$ cat src/rtl/upower_ctrl_pkg.sv
// Shared encodings for the uPower multi-cycle controller: FSM states, opcode/XO
// values, ALU operation codes and bit positions inside the dp_ctrl bundle.
package upower_ctrl_pkg;

  typedef enum logic [2:0] {
    S_START  = 3'd0,
    S_FETCH  = 3'd1,
    S_DECODE = 3'd2,
    S_EXEC   = 3'd3,
    S_MEM    = 3'd4,
    S_WB     = 3'd5,
    S_TRAP   = 3'd7
  } state_e;

  typedef enum logic [1:0] {
    CLS_ALU = 2'd0,
    CLS_LD  = 2'd1,
    CLS_STD = 2'd2
  } iclass_e;

  localparam logic [5:0] OP_X    = 6'd31;
  localparam logic [5:0] OP_ADDI = 6'd14;
  localparam logic [5:0] OP_ANDI = 6'd28;
  localparam logic [5:0] OP_ORI  = 6'd24;
  localparam logic [5:0] OP_LD   = 6'd58;
  localparam logic [5:0] OP_STD  = 6'd62;

  localparam logic [9:0] XO_ADD  = 10'd266;
  localparam logic [9:0] XO_SUBF = 10'd40;
  localparam logic [9:0] XO_AND  = 10'd28;

  localparam logic [3:0] ALU_AND = 4'b0000;
  localparam logic [3:0] ALU_OR  = 4'b0001;
  localparam logic [3:0] ALU_ADD = 4'b0010;
  localparam logic [3:0] ALU_SUB = 4'b0110;

  localparam int DP_ALU_OP_LSB = 9;
  localparam int DP_REG_DST    = 8;
  localparam int DP_REG1       = 7;
  localparam int DP_REG2       = 6;
  localparam int DP_ALU_SRC    = 5;
  localparam int DP_MEM_TO_REG = 4;
  localparam int DP_REG_WRITE  = 3;
  localparam int DP_MEM_READ   = 2;
  localparam int DP_MEM_WRITE  = 1;
  localparam int DP_IMM_DS     = 0;

  typedef struct packed {
    logic [3:0] alu_op;
    logic       reg_dst;
    logic       reg1;
    logic       reg2;
    logic       alu_src;
    logic       mem_to_reg;
    logic       imm_ds;
    iclass_e    cls;
    logic       legal;
  } decode_t;

endpackage

$ cat src/rtl/upower_multicycle_ctrl_if.sv
// Instruction/data memory req-ready handshake bundle; the controller is the master.
interface upower_multicycle_ctrl_if;
  logic imem_req;
  logic imem_ready;
  logic dmem_req;
  logic dmem_ready;

  modport master (output imem_req, input imem_ready, output dmem_req, input dmem_ready);
  modport slave  (input imem_req, output imem_ready, input dmem_req, output dmem_ready);
endinterface

$ cat src/rtl/upower_ctrl_decode.sv
// Combinational instruction decoder: (opcode, xo) -> datapath mux fields,
// instruction class and a legal flag.
module upower_ctrl_decode
  import upower_ctrl_pkg::*;
(
  input  logic [5:0] i_opcode,
  input  logic [9:0] i_xo,
  output decode_t    o_dec
);

  always_comb begin
    o_dec = '0;
    case (i_opcode)
      OP_X: begin
        o_dec.reg2 = 1'b1;
        case (i_xo)
          XO_ADD:  begin o_dec.alu_op = ALU_ADD; o_dec.reg1 = 1'b1; o_dec.legal = 1'b1; end
          XO_SUBF: begin o_dec.alu_op = ALU_SUB; o_dec.reg1 = 1'b1; o_dec.legal = 1'b1; end
          XO_AND:  begin o_dec.alu_op = ALU_AND; o_dec.reg_dst = 1'b1; o_dec.legal = 1'b1; end
          default: o_dec.legal = 1'b0;
        endcase
      end
      OP_ADDI: begin
        o_dec.alu_op  = ALU_ADD;
        o_dec.reg1    = 1'b1;
        o_dec.alu_src = 1'b1;
        o_dec.legal   = 1'b1;
      end
      OP_ANDI: begin
        o_dec.alu_op  = ALU_AND;
        o_dec.reg_dst = 1'b1;
        o_dec.alu_src = 1'b1;
        o_dec.legal   = 1'b1;
      end
      OP_ORI: begin
        o_dec.alu_op  = ALU_OR;
        o_dec.reg_dst = 1'b1;
        o_dec.alu_src = 1'b1;
        o_dec.legal   = 1'b1;
      end
      // ld/std use the DS-form displacement and always compute an address with add
      OP_LD: begin
        o_dec.alu_op     = ALU_ADD;
        o_dec.reg1       = 1'b1;
        o_dec.alu_src    = 1'b1;
        o_dec.mem_to_reg = 1'b1;
        o_dec.imm_ds     = 1'b1;
        o_dec.cls        = CLS_LD;
        o_dec.legal      = 1'b1;
      end
      OP_STD: begin
        o_dec.alu_op  = ALU_ADD;
        o_dec.reg1    = 1'b1;
        o_dec.alu_src = 1'b1;
        o_dec.imm_ds  = 1'b1;
        o_dec.cls     = CLS_STD;
        o_dec.legal   = 1'b1;
      end
      default: o_dec.legal = 1'b0;
    endcase
  end

endmodule

$ cat src/rtl/upower_multicycle_ctrl.sv
// Multi-cycle FETCH/DECODE/EXEC/MEM/WB sequencer for the uPower datapath with
// bounded memory handshakes, sticky error flags and a retired-instruction counter.
module upower_multicycle_ctrl
  import upower_ctrl_pkg::*;
#(
  parameter int MEM_TIMEOUT = 16,
  parameter int CW          = 32
) (
  input  logic                     clk,
  input  logic                     rst,
  input  logic [5:0]               i_opcode,
  input  logic [9:0]               i_xo,
  upower_multicycle_ctrl_if.master bus,
  output logic                     o_ir_load,
  output logic                     o_pc_write,
  output logic [12:0]              o_dp_ctrl,
  output logic [2:0]               o_state,
  output logic                     o_illegal,
  output logic                     o_bus_err,
  output logic [CW-1:0]            o_retire_cnt
);

  localparam int            WW        = $clog2(MEM_TIMEOUT);
  localparam logic [WW-1:0] WAIT_LAST = WW'(MEM_TIMEOUT - 1);

  state_e        r_state;
  iclass_e       r_cls;
  logic [3:0]    r_alu_op;
  logic          r_reg_dst, r_reg1, r_reg2, r_alu_src, r_mem_to_reg, r_imm_ds;
  logic [WW-1:0] r_wait;
  logic          r_illegal, r_bus_err;
  logic [CW-1:0] r_retire;
  decode_t       w_dec;
  logic          w_imem_hit, w_dmem_hit;

  upower_ctrl_decode u_decode (
    .i_opcode (i_opcode),
    .i_xo     (i_xo),
    .o_dec    (w_dec)
  );

  assign w_imem_hit = (r_state == S_FETCH) && bus.imem_ready;
  assign w_dmem_hit = (r_state == S_MEM) && bus.dmem_ready;

  // Sequencer: state, latched decode fields, wait/retire counters and sticky flags
  always_ff @(posedge clk or posedge rst) begin
    if (rst) begin
      r_state      <= S_START;
      r_cls        <= CLS_ALU;
      r_alu_op     <= 4'b0000;
      r_reg_dst    <= 1'b0;
      r_reg1       <= 1'b0;
      r_reg2       <= 1'b0;
      r_alu_src    <= 1'b0;
      r_mem_to_reg <= 1'b0;
      r_imm_ds     <= 1'b0;
      r_wait       <= '0;
      r_illegal    <= 1'b0;
      r_bus_err    <= 1'b0;
      r_retire     <= '0;
    end else begin
      case (r_state)
        S_START: begin
          r_wait  <= '0;
          r_state <= S_FETCH;
        end
        S_FETCH: begin
          // a ready arriving in the timeout cycle still completes the fetch
          if (bus.imem_ready) begin
            r_state <= S_DECODE;
          end else if (r_wait == WAIT_LAST) begin
            r_bus_err <= 1'b1;
            r_state   <= S_TRAP;
          end else begin
            r_wait <= r_wait + WW'(1);
          end
        end
        S_DECODE: begin
          if (w_dec.legal) begin
            r_cls        <= w_dec.cls;
            r_alu_op     <= w_dec.alu_op;
            r_reg_dst    <= w_dec.reg_dst;
            r_reg1       <= w_dec.reg1;
            r_reg2       <= w_dec.reg2;
            r_alu_src    <= w_dec.alu_src;
            r_mem_to_reg <= w_dec.mem_to_reg;
            r_imm_ds     <= w_dec.imm_ds;
            r_state      <= S_EXEC;
          end else begin
            r_illegal <= 1'b1;
            r_state   <= S_TRAP;
          end
        end
        S_EXEC: begin
          r_wait  <= '0;
          r_state <= (r_cls == CLS_ALU) ? S_WB : S_MEM;
        end
        S_MEM: begin
          if (bus.dmem_ready) begin
            r_wait <= '0;
            if (r_cls == CLS_LD) begin
              r_state <= S_WB;
            end else begin
              r_retire <= r_retire + CW'(1);
              r_state  <= S_FETCH;
            end
          end else if (r_wait == WAIT_LAST) begin
            r_bus_err <= 1'b1;
            r_state   <= S_TRAP;
          end else begin
            r_wait <= r_wait + WW'(1);
          end
        end
        S_WB: begin
          r_wait   <= '0;
          r_retire <= r_retire + CW'(1);
          r_state  <= S_FETCH;
        end
        S_TRAP: r_state <= S_TRAP;
        default: r_state <= S_TRAP;
      endcase
    end
  end

  // Request, strobe and dp_ctrl decode from the registered state and fields
  always_comb begin
    bus.imem_req = (r_state == S_FETCH);
    bus.dmem_req = (r_state == S_MEM);
    o_ir_load    = w_imem_hit;
    o_pc_write   = w_imem_hit;
    o_dp_ctrl    = 13'd0;
    o_dp_ctrl[DP_ALU_OP_LSB +: 4] = r_alu_op;
    o_dp_ctrl[DP_REG_DST]    = r_reg_dst;
    o_dp_ctrl[DP_REG1]       = r_reg1;
    o_dp_ctrl[DP_REG2]       = r_reg2;
    o_dp_ctrl[DP_ALU_SRC]    = r_alu_src;
    o_dp_ctrl[DP_MEM_TO_REG] = r_mem_to_reg;
    o_dp_ctrl[DP_REG_WRITE]  = (r_state == S_WB);
    o_dp_ctrl[DP_MEM_READ]   = (r_state == S_MEM) && (r_cls == CLS_LD);
    o_dp_ctrl[DP_MEM_WRITE]  = (r_state == S_MEM) && (r_cls == CLS_STD);
    o_dp_ctrl[DP_IMM_DS]     = r_imm_ds;
  end

  assign o_state      = r_state;
  assign o_illegal    = r_illegal;
  assign o_bus_err    = r_bus_err;
  assign o_retire_cnt = r_retire;

endmodule

$ cat src/flat_wrapper.sv
// flat-port wrapper written by rule: the top's interface ports become plain ports
module upower_multicycle_ctrl_flat import upower_ctrl_pkg::*;
#(
  parameter int MEM_TIMEOUT = 16,
  parameter int CW          = 32
)
  (clk, rst, i_opcode, i_xo, o_ir_load, o_pc_write, o_dp_ctrl, o_state, o_illegal, o_bus_err, o_retire_cnt, bus_imem_req, bus_imem_ready, bus_dmem_req, bus_dmem_ready);
  upower_multicycle_ctrl_if bus_i ();
  input  logic clk;
  input  logic rst;
  input  logic [5:0] i_opcode;
  input  logic [9:0] i_xo;
  output logic o_ir_load;
  output logic o_pc_write;
  output logic [12:0] o_dp_ctrl;
  output logic [2:0] o_state;
  output logic o_illegal;
  output logic o_bus_err;
  output logic [CW-1:0] o_retire_cnt;
  output wire logic [$bits(bus_i.imem_req)-1:0] bus_imem_req;
  input wire logic [$bits(bus_i.imem_ready)-1:0] bus_imem_ready;
  output wire logic [$bits(bus_i.dmem_req)-1:0] bus_dmem_req;
  input wire logic [$bits(bus_i.dmem_ready)-1:0] bus_dmem_ready;
  assign bus_imem_req = bus_i.imem_req;
  assign bus_i.imem_ready = bus_imem_ready;
  assign bus_dmem_req = bus_i.dmem_req;
  assign bus_i.dmem_ready = bus_dmem_ready;
  upower_multicycle_ctrl #(.MEM_TIMEOUT(MEM_TIMEOUT), .CW(CW)) u_core (.clk(clk), .rst(rst), .i_opcode(i_opcode), .i_xo(i_xo), .bus(bus_i), .o_ir_load(o_ir_load), .o_pc_write(o_pc_write), .o_dp_ctrl(o_dp_ctrl), .o_state(o_state), .o_illegal(o_illegal), .o_bus_err(o_bus_err), .o_retire_cnt(o_retire_cnt));
endmodule
$ cat config.mk
export PLATFORM = sky130hd
export DESIGN_NAME = upower_multicycle_ctrl_flat
export DESIGN_NICKNAME = d
export VERILOG_FILES = /design/src/rtl/upower_ctrl_pkg.sv /design/src/rtl/upower_multicycle_ctrl_if.sv /design/src/rtl/upower_ctrl_decode.sv /design/src/rtl/upower_multicycle_ctrl.sv /design/src/flat_wrapper.sv
export SDC_FILE = /design/constraint.sdc
export NUM_CORES = 1
export LEC_CHECK = 0
export CAP_MARGIN = 20
export CORE_MARGIN = 8
export CORE_UTILIZATION = 30
export DETAILED_ROUTE_END_ITERATION = 12
export GPL_ROUTABILITY_DRIVEN = 1
export PLACE_DENSITY = 0.58
export SLEW_MARGIN = 40
export SYNTH_ARGS = -nofsm -noshare
export SYNTH_HDL_FRONTEND = slang
export SYNTH_SLANG_ARGS = --single-unit
$ cat constraint.sdc
create_clock -name clk -period 2 [get_ports clk]
set_input_delay 0.4 -clock clk [delete_from_list [all_inputs] [get_ports clk]]
set_output_delay 0.4 -clock clk [all_outputs]
set_load 0.005 [all_outputs]
# [Word level (Yosys, flattened, before mapping)]
# Cells that the tools add are included.
[classes] n_addsub=2 n_eq_ne=21 n_mux=30 bitwise_logic=1 n_reduce_logical=20
[ops] operator="$mux W32" n=2
[ops] operator="$pmux W32 S2" n=1
[ops] operator="$add A32 B1 Y32 const B" n=1
[ops] operator="$eq A6 B5 Y1 const B" n=3
[ops] operator="$mux W3" n=5
[ops] operator="$pmux W3 S5" n=1
[ops] operator="$eq A6 B6 Y1 const B" n=2
[ops] operator="$mux W4" n=3
[ops] operator="$pmux W3 S2" n=2
[ops] operator="$pmux W4 S3" n=1
[ops] operator="$eq A10 B5 Y1 const B" n=1
[ops] operator="$eq A10 B6 Y1 const B" n=1
[ops] operator="$eq A10 B9 Y1 const B" n=1
[ops] operator="$mux W1" n=10
[ops] operator="$pmux W3 S3" n=1
[ops] operator="$reduce_or A3 Y1" n=3
[ops] operator="$pmux W1 S2" n=4
[ops] operator="$eq A3 B2 Y1 const B" n=2
[ops] operator="$eq A3 B3 Y1 const B" n=2
[ops] operator="$eq A6 B4 Y1 const B" n=1
[ops] operator="$ne A2 B2 Y1 const B" n=3
[ops] operator="$reduce_and A2 Y1" n=3
[ops] operator="$reduce_and A3 Y1" n=2
[ops] operator="$reduce_or A2 Y1" n=3
[ops] operator="other kinds (13)" n=16
[totals] reg_bits=53 wordCells=87

# [Depth between registers and ports, before layout]
# Gate-level depths: netlist of run 1.
[logic_depth] ltp_word=6 depth_mapped=7

# [Hierarchy]
# A second synthesis of run 1 with hierarchy kept.
[unflattened] hier_cells=252 hier_area_um2=2715.1
[modules_own_cells] mod="upower_multicycle_ctrl" instances=1 cells_per_inst=221 area_per_inst_um2=2512.4 seq_area_each_um2=1326.3
[modules_own_cells] mod="upower_ctrl_decode" instances=1 cells_per_inst=31 area_per_inst_um2=202.7 seq_area_each_um2=0.0

# [Worst setup path before layout of run 1]
# Ideal clock, no wire load.
[synth_timing] path_kind="register -> register" from="register u_core.r_state[2] (netlist: u_core.o_state[2])" to="register u_core.r_alu_op[0]" setup_ps=125 t_arrival_ps=1677 setup_slack_ps=198 path_stages_with_launch=8 period_less_slack_ps=1802 cell_sequence="dfrtp_1 buf_6 nor3b_4 and4_1 a31oi_2 nor2b_4 buf_6 mux2_4"
[synth_via] elab_chain_cells=2
[synth_rtl] item="from (decl)" line_no="upower_multicycle_ctrl.sv:26" text="state_e r_state;"
[synth_rtl] item="from (signal assigned)" line_no="upower_multicycle_ctrl.sv:96" text="r_state <= (r_cls == CLS_ALU) ? S_WB : S_MEM;"
[synth_rtl] item="$eq A3 B2 Y1" line_no="upower_multicycle_ctrl.sv:62" text="case (r_state)"
[synth_rtl] item="$reduce_and A2 Y1 (no source line)"
[synth_rtl] item="to (signal assigned)" line_no="upower_multicycle_ctrl.sv:81" text="r_alu_op <= w_dec.alu_op;"
[synth_rtl] item="to (decl)" line_no="upower_multicycle_ctrl.sv:28" text="logic [3:0] r_alu_op;"
# Every way passes these cells.
# A chain may end at the register's enable or synchronous reset.

# [Worst setup path in the final report of run 1]
[layout_timing] from="input i_xo[3]" to="register u_core.r_illegal (netlist: u_core.o_illegal)"
[layout_via] elab_chain_cells=6 word_cells_on_any_way=8 classes_between="3 x eq/ne; 2 x mux; 1 x bitwise; 2 x reduce/logical"
[layout_rtl] item="from (decl)" line_no="flat_wrapper.sv:12" text="input logic [9:0] i_xo;"
[layout_rtl] item="$eq A10 B6 Y1, or another cell as far along" line_no="upower_ctrl_decode.sv:16" text="case (i_xo)"
[layout_rtl] item="$reduce_or A3 Y1 (no source line) *"
[layout_rtl] item="$mux W1 *" line_no="upower_ctrl_decode.sv:16"
[layout_rtl] item="$pmux W1 S2 *" line_no="upower_ctrl_decode.sv:13" text="case (i_opcode)"
[layout_rtl] item="$not A1 Y1 (no source line) *"
[layout_rtl] item="$reduce_and A2 Y1 (no source line) *"
[layout_rtl] item="to (signal assigned)" line_no="upower_multicycle_ctrl.sv:58" text="r_illegal <= 1'b0;"
[layout_rtl] item="to (signal assigned)" line_no="upower_multicycle_ctrl.sv:90" text="r_illegal <= 1'b1;"
[layout_rtl] item="to (decl)" line_no="upower_multicycle_ctrl.sv:31" text="logic r_illegal, r_bus_err;"
# Mark *: on every way between the ends. The rest lies on a longest branch, timed or not.

==> impl.org, run 1 <==
** Run status
- Status :: complete, no violations

** Synth
- Synthesized Nets :: 278
- Total standard cell area after synthesis :: 2770 sq um
- Yosys mapped the design onto 55 distinct sky130hd cell types.
- After synthesis, the mean cell area works out to ~11 sq um.
- Yosys top cell area share :: 0.470
- In the post-synthesis netlist, the biggest area contributors are sky130_fd_sc_hd__dfrtp_1, sky130_fd_sc_hd__xnor2_1, sky130_fd_sc_hd__mux2_4, sky130_fd_sc_hd__nor2_1, sky130_fd_sc_hd__nand3_1.
- The synthesized design spends more area on one cell type than any other, namely sky130_fd_sc_hd__dfrtp_1.
- Number of synthesized register bits :: between 50 and 60
- After technology mapping, the gate count stands at 256.
- Sequential cell area fraction in the yosys report :: 0.470
- Post-synthesis async set-or-reset flop share :: 1.00
- YS warnings :: 0
- Number of enable flip-flop cells after synthesis :: 0
- In the synthesized netlist the dominant register cell turns out to be sky130_fd_sc_hd__dfrtp_1.

** Timing
- Max Transition Viols Final :: 0
- Period Utilization, post-route :: 0.960
- Counting I/O delays and the setup requirement, the final critical path takes slightly below 2 ns.
- The hold violation count in the final report came to 0.
- Fmax :: around 0.52 GHz
- Skew final :: ~0.014 ns
- Final setup violation count :: 0

** Power
- Ratio of total power to cell area :: ~800 nW/um^2
- Across the VDD grid, the largest voltage drop is 354 uV.
- Total Power Consumption :: about 0.0032 W
- Leakage dissipation :: 1.82 nW

** Route
- The detailed router put a total of approximately 2800 microns of wire on met1.
- Top routing layer in use :: met4
- Total iterations of the first detailed-routing run :: 4
- Summed over all layers, the routed wires come to approximately 6700 microns.
- Summed over all nets, wire length on met2 after detailed routing comes to between 3000 and 4000 microns.
- Total number of vias :: between 2,000 and 2,500
- Post-detailed-route count of antenna-violating nets :: 0
- Sum of met3 wire segment lengths after detailed routing :: ~500 microns
- After the first detailed-routing iteration, the DRC count stood at 90.
- DRC errors left :: 0
- In the routed layout, each cell is associated on average with a via count of 4.74.
- Routed wire per std cell :: roughly 14 microns

** Finish
- Final-layout fill cell count :: just over 900
- Compared with the post-synthesis result, the final layout area differs by 43.9%.
- Layout cell share with drive strength beyond 1 :: 0.222
- The register with the most flip-flops in the layout has 32 of them.
- Antenna cells :: 0
- The finished layout holds around 470 standard cells, fillers aside.
- At the end of the flow, the number of nets in the layout was 381.

** Placement
- Inst Count DP :: between 400 and 500
- In this run the tool buffered the top-level ports with 72 buffer cells.
- Half-perimeter wire length after placement :: about 5300 microns
- The congestion estimate from routability-driven global placement came to 0.770.

** Setup path
- STA classifies the critical path endpoint as a flip-flop.
- Crit path required time :: between 2 and 2.5 ns
- CP startpoint kind :: input port
- The critical path is of the input port to flip-flop type.
- Crit path DAT :: approximately 2.1 ns
- Along the worst path, the maximum fanout reaches 2.

** Min path
- HP Class :: input port to asynchronous set/reset pin

** Clocking
- TritonCTS built the clock tree.
- Counting the buffers created by CTS gives 5.
- CTS root buf :: sky130_fd_sc_hd__clkbuf_8
- Count of H-tree levels built during CTS :: 2
- Later-pin clock latency in the skew report :: 0.30 ns
- Clock Path Buffers :: 2
- After clock tree synthesis, the clock-pin slew on the worst setup and hold paths is approximately 0.1 ns.
- Number of sinks on the clock net :: 52

** Floorplanning
- Measured along the y axis, the die boundary spans 112 microns.
- For this configuration, the core starts out at a cell density of 0.304.
- The initialized floorplan defines 35 standard-cell rows.
- Die Footprint :: 12,500 sq um
- Die Wd :: around 110 microns
- During I/O placement, the number of pins put on the boundary was between 70 and 80.
- In this run the standard cell core region covers a little over 9000 sq um.

** GRT
- In the global route stage, overall resource usage came out at 0.109.
- Largest net degree at the start of global routing :: 33
- Global-route wire length before repair :: 11,400 microns
- Via count of the first global-routing pass :: between 2,000 and 2,500
- The initial antenna violation count came to 0.
- After global routing the overflow that remains totals 0.

** Run
- Max-cap violations :: 0
## area by class of cell
cell class	count	area (sq um)	area share
flip-flops and latches	52	1300	0.327
inverters	5	18.8	0.00471
clock buffers	6	72.6	0.0182
well taps	111	139	0.0349
repair buffers	109	1030	0.260
clock inverters	2	16.3	0.00409
multi-input cells	186	1400	0.351
## power by group
group,switching [W],total (W),internal (W)
clock network,0.000347,0.000597,0.000250
logic,0.000530,0.00124,0.000707
registers,0.000154,0.00135,0.00119
## per-stage QoR
step	util	hold slack, ns	TNS, ns	area, sq um	worst slack (ns)
detailed placement	0.417	0.456	-3.80	3800	-0.351
finish	0.437	0.424	0	3980	0.0793
floorplan	-	0.458	0	2770	0.198
CTS	0.433	0.436	-0.0222	3940	-0.0222
global route	0.437	0.485	-0.00140	3980	-0.00140
global placement	0.417	0.457	-3.12	3800	-0.291
## routing by layer
layer / track usage / vias to the layer above
li1: - / 1106
met1: 0.122 / 1067
met2: 0.192 / 54
met3: 0.0376 / 5
met4: 0.0270 / 0
met5: 0 / -
## layout by cell type, fill, tap and decap left out, types with 6 or more instances in the layout
master | netlist | final
sky130_fd_sc_hd__a21oi_1 | 8 | 8
sky130_fd_sc_hd__and3_1 | 8 | 8
sky130_fd_sc_hd__and4_1 | 6 | 6
sky130_fd_sc_hd__buf_4 | 8 | 33
sky130_fd_sc_hd__clkdlybuf4s50_1 | 0 | 61
sky130_fd_sc_hd__dfrtp_1 | 52 | 51
sky130_fd_sc_hd__mux2_4 | 6 | 6
sky130_fd_sc_hd__nand2_1 | 18 | 17
sky130_fd_sc_hd__nand3_1 | 14 | 14
sky130_fd_sc_hd__nand4_1 | 9 | 9
sky130_fd_sc_hd__nor2_1 | 19 | 18
sky130_fd_sc_hd__xnor2_1 | 25 | 25
sky130_fd_sc_hd__xor2_1 | 8 | 8
## Yosys cell counts (4+ instances only)
| cell | instances |
|---|---|
| sky130_fd_sc_hd__nor3_1 | 5 |
| sky130_fd_sc_hd__nand3_1 | 14 |
| sky130_fd_sc_hd__nand2_1 | 18 |
| sky130_fd_sc_hd__mux2_4 | 6 |
| sky130_fd_sc_hd__xnor2_1 | 25 |
| sky130_fd_sc_hd__and2_1 | 5 |
| sky130_fd_sc_hd__inv_1 | 5 |
| sky130_fd_sc_hd__and4_1 | 6 |
| sky130_fd_sc_hd__nor2b_1 | 4 |
| sky130_fd_sc_hd__buf_4 | 8 |
| sky130_fd_sc_hd__xor2_1 | 8 |
| sky130_fd_sc_hd__o21ai_0 | 4 |
| sky130_fd_sc_hd__a21oi_1 | 8 |
| sky130_fd_sc_hd__dfrtp_1 | 52 |
| sky130_fd_sc_hd__nand4_1 | 9 |
| sky130_fd_sc_hd__and3_1 | 8 |
| sky130_fd_sc_hd__nor2_1 | 19 |
## timing repair
| action | CTS | global route |
|---|---|---|
| pin swaps | 1 | 1 |
| resized for setup | 15 | 12 |
| endpoints found under the setup margin | 13 | 14 |
| buffers inserted | 3 | 1 |
| hold buffers | 0 | 0 |
## cells by family after synthesis
family | count (synthesis) | share of synthesized area
multiplexers | 8 | 0.0403
adder cells (fa/ha/maj) | 2 | 0.00904
flip-flops | 52 | 0.470
AND/OR/NAND/NOR | 113 | 0.257
buffers and inverters | 18 | 0.0421
XOR/XNOR | 33 | 0.104
AO/OA/AOI/OAI | 29 | 0.0751
other | 1 | 0.00136
## final timing paths
check                                         end  depth (start not counted)  slack (ns)              start
min in group clk                 u_core.o_bus_err                          2        0.48   u_core.o_bus_err
min reg2reg                      u_core.o_bus_err                          2        0.48   u_core.o_bus_err
max in group asynchronous  u_core.o_retire_cnt[6]                          3        1.06                rst
max                              u_core.o_illegal                          6        0.08            i_xo[3]
max reg2reg                    u_core.r_alu_op[0]                          7        0.08  u_core.o_state[2]
min                              u_core.o_bus_err                          2        0.42                rst
## worst max-delay path, stage by stage
cell	delay, ns
sky130_fd_sc_hd__clkdlybuf4s50_1	0.48
sky130_fd_sc_hd__or3b_2	0.45
sky130_fd_sc_hd__nor4_2	0.28
sky130_fd_sc_hd__and2_1	0.20
sky130_fd_sc_hd__nor2_1	0.07
sky130_fd_sc_hd__a31o_2	0.23
Power figures use the tool's default switching activity.
==> inputs of run 2 (changes only) <==
==> constraint.sdc (replaced) <==
create_clock -name clk -period 2.3 [get_ports clk]
set_input_delay 0.46 -clock clk [delete_from_list [all_inputs] [get_ports clk]]
set_output_delay 0.46 -clock clk [all_outputs]
set_load 0.005 [all_outputs]
==> impl.org, run 2 (synthesis results as in run 1) <==
** Run status
- The run finished with clean final reports.

** GRT
- In the global route stage, overall resource usage came out at 0.105.
- The first global-routing pass estimated around 11,000 microns of wire.
- Summed over all layers, the global routing overflow is 0.
- The via count of the first global-routing pass is 2,247.
- Entering global routing, the biggest net connects 33 pins.
- For met3 alone, demand over resource in global routing was 0.0403.
- Met1 global-route usage :: 0.118
- For this run, global-route usage on met2 was measured as 0.184.
- Antenna violations before repair :: 0
- The layer flagged by global routing as most heavily used is met2.

** Power
- Total Power Consumption :: about 0.0027 W
- Leakage dissipation :: ~1.7 nW
- For this design the ratio of total power to cell area is about 700 nW/um^2.
- IR drop worst, VDD :: between 200 and 250 uV

** Finish
- The area growth from synthesis to layout is 39.3%.
- Final-layout fill cell count :: 897
- Summing all multi-input logic gate instances after layout gives approximately 1400 sq um.
- In the final layout, flip-flops and latches occupy 1300 sq um.
- Leaving out filler cells and counting taps, the final layout contains 459.
- Final Net Count :: ~370
- In the final layout, the share of cells above drive strength 1 is 0.181.
- Commonest non-fill, non-tap cell in the layout :: sky130_fd_sc_hd__clkdlybuf4s50_1
- The register with the most flip-flops in the layout has 32 of them.
- Leading cell types in the layout, fill and taps excluded :: sky130_fd_sc_hd__clkdlybuf4s50_1, sky130_fd_sc_hd__dfrtp_1, sky130_fd_sc_hd__xnor2_1, sky130_fd_sc_hd__buf_4, sky130_fd_sc_hd__nor2_1
- The repair_antennas step left the layout with diodes totalling 0.

** Route
- After detailed routing, the total wire length is 6520 microns.
- The pre-antenna-repair detailed-routing pass consisted of 6 iterations.
- The detailed router finished its first iteration with 41 violations.
- In this run the remaining antenna-violating nets after routing total 0.
- After detailed routing, the average wire length per cell comes to roughly 14 microns.
- Detailed routing inserted a total of ~2,200 vias.
- In the routed layout, each cell is associated on average with a via count of approximately 4.8.
- DRC errors left :: 0

** Timing
- For the finished layout, the period the worst path requires is 2.18 ns.
- Summed negative setup slack over all endpoints :: 0 ns
- Final setup violation count :: 0
- Setup repair after global routing left no endpoint under its margin.
- Of the available clock period, the critical path in the final layout requires 0.948.
- Total count of hold-check failures in the final report :: 0
- Fmax :: approximately 0.46 GHz
- Max Transition Viols Final :: 0
- Skew final :: roughly 0.0088 ns

** Setup path
- Tracing the worst setup path back leads to its startpoint at u_core.o_state[1].
- In this run the critical register-to-register path is launched from u_core.o_state[1].
- In this run the worst path has a maximum fanout of 7.
- Critical path capture point type :: primary output
- In this design, the critical path's most frequently occurring cell is sky130_fd_sc_hd__buf_4.
- Cell at the slowest stage of the critical path :: sky130_fd_sc_hd__clkdlybuf4s50_1
- Kind of cell adding the most delay to the critical path :: buffers and inverters
- Reg2reg path depth :: 7
- Register-to-register path setup slack :: approximately 0.27 ns
- Buffers & Inverters on Critical Path :: 3
- Data on the critical path arrives at its endpoint at 1.72 ns.
- Crit path required time :: 1.84 ns
- R2r endpoint :: u_core.r_imm_ds
- Delay of the slowest critical-path stage :: ~0.53 ns
- List of cells traversed by the critical path :: buf_4 > buf_4 > nor2_1 > clkdlybuf4s50_1
- By startpoint and endpoint, the worst setup path is classified as flip-flop to primary output.
- CP startpoint kind :: flip-flop

** Floorplanning
- The die covers 12,500 sq um.
- Cell Rows :: 35
- Measured along the x axis, the die boundary spans 112 microns.
- The initial utilization of the core area, before any placement, comes to 0.304.
- Overall die height :: 112 microns
- The core region is 9110 sq um.
- I/O pin count :: 74

** Clocking
- CTS root buf :: sky130_fd_sc_hd__clkbuf_8
- For the worst-skew pair, the clock arrives at the later sink with an insertion delay of approximately 0.3 ns.
- Number of sinks on the clock net :: between 50 and 60
- Buffers inserted during clock tree synthesis total 5.
- Clock transition time at the flip-flop clock pins of the worst setup and hold paths :: 0.09 ns
- The longest clock path from root to sink contains 2 buffers.
- For this design, the CTS-stage hold fixing added 0 buffers.
- TritonCTS built the clock tree.
- CTS built an H-tree with a depth of 2.

** Run
- Across the run, the number of max-cap violations was 0.

** Placement
- The HPWL after detailed placement is roughly 5200 microns.
- Including well taps, the total number of placed cells is around 450.
- Count of input and output buffers :: 72
- Placer Congestion :: between 0.7 and 0.8

** Min path
- The worst hold path passes through 2 cells.
- In this run the most critical hold path is launched from u_core.o_bus_err.
- HP Class :: flip-flop to flip-flop
- The worst hold path terminates at u_core.o_bus_err.
[run 2: cell count changes in the layout (fill, tap and decap cells not counted), moves of 2 or more]
cell,delta
sky130_fd_sc_hd__buf_4,-9
sky130_fd_sc_hd__buf_6,-2
sky130_fd_sc_hd__clkdlybuf4s50_1,+7
sky130_fd_sc_hd__dlygate4sd2_1,-2
sky130_fd_sc_hd__dlymetal6s2s_1,-3
sky130_fd_sc_hd__nand2b_1,+2
sky130_fd_sc_hd__nand2b_4,-2
[run 2: report_power, final]
group	leakage (nW)	switching [W]	total, W	internal, W
registers	0.688	0.000144	0.00118	0.00104
clock network	0.0434	0.000303	0.000548	0.000244
logic	0.986	0.000423	0.000979	0.000556
total	1.72	0.000871	0.00271	0.00184
[run 2: tightest hold or removal path, delay by kind of cell, from the launching register on]
family / cells / cell delay [ns]
compound gates: 1 / 0.05
buf+inv: 1 / 0.04
flops: 1 / 0.35
[run 2: repair_timing]
| item | CTS | global route |
|---|---|---|
| buffers inserted | 4 | 0 |
| endpoints found under the setup margin | 5 | 3 |
| resized for setup | 7 | 3 |
[run 2: worst max-delay path by stage]
| stage | endpoint | cells past startpoint |
|---|---|---|
| 2_1_floorplan | u_core.r_alu_op[0] | 6 |
| 3_3_place_gp | o_pc_write | 3 |
| 3_5_place_dp | o_ir_load | 3 |
| 4_1_cts | o_dp_ctrl[2] | 5 |
| 5_1_grt | bus_imem_req | 4 |
| 6_report | bus_imem_req | 4 |
[run 2: final cells by class]
| cell class | count | area share |
|---|---|---|
| flip-flops and latches | 52 | 0.338 |
| clock inverters | 2 | 0.00389 |
| well taps | 111 | 0.0360 |
| multi-input cells | 186 | 0.356 |
| inverters | 5 | 0.00487 |
| repair buffers | 97 | 0.240 |
| clock buffers | 6 | 0.0214 |
[run 2: routing by layer]
| metal | part of all wire | wire (microns) | up-vias |
|---|---|---|---|
| li1 | - | - | 1085 |
| met1 | 0.42 | 2770 | 1073 |
| met2 | 0.49 | 3210 | 51 |
| met3 | 0.077 | 499 | 4 |
| met4 | 0.0064 | 42 | 0 |
| met5 | 0 | 0 | - |
[run 2: through the flow]
| step | utilization | hold slack (ns) | instance area, sq um | setup slack (ns) |
|---|---|---|---|---|
| 2_1_floorplan | - | 0.458 | 2770 | 0.438 |
| 3_3_place_gp | 0.406 | 0.461 | 3700 | -0.117 |
| 3_5_place_dp | 0.406 | 0.458 | 3700 | -0.142 |
| 4_1_cts | 0.422 | 0.483 | 3850 | 0.0172 |
| 5_1_grt | 0.423 | 0.497 | 3850 | 0.0314 |
| 6_report | 0.423 | 0.479 | 3850 | 0.119 |
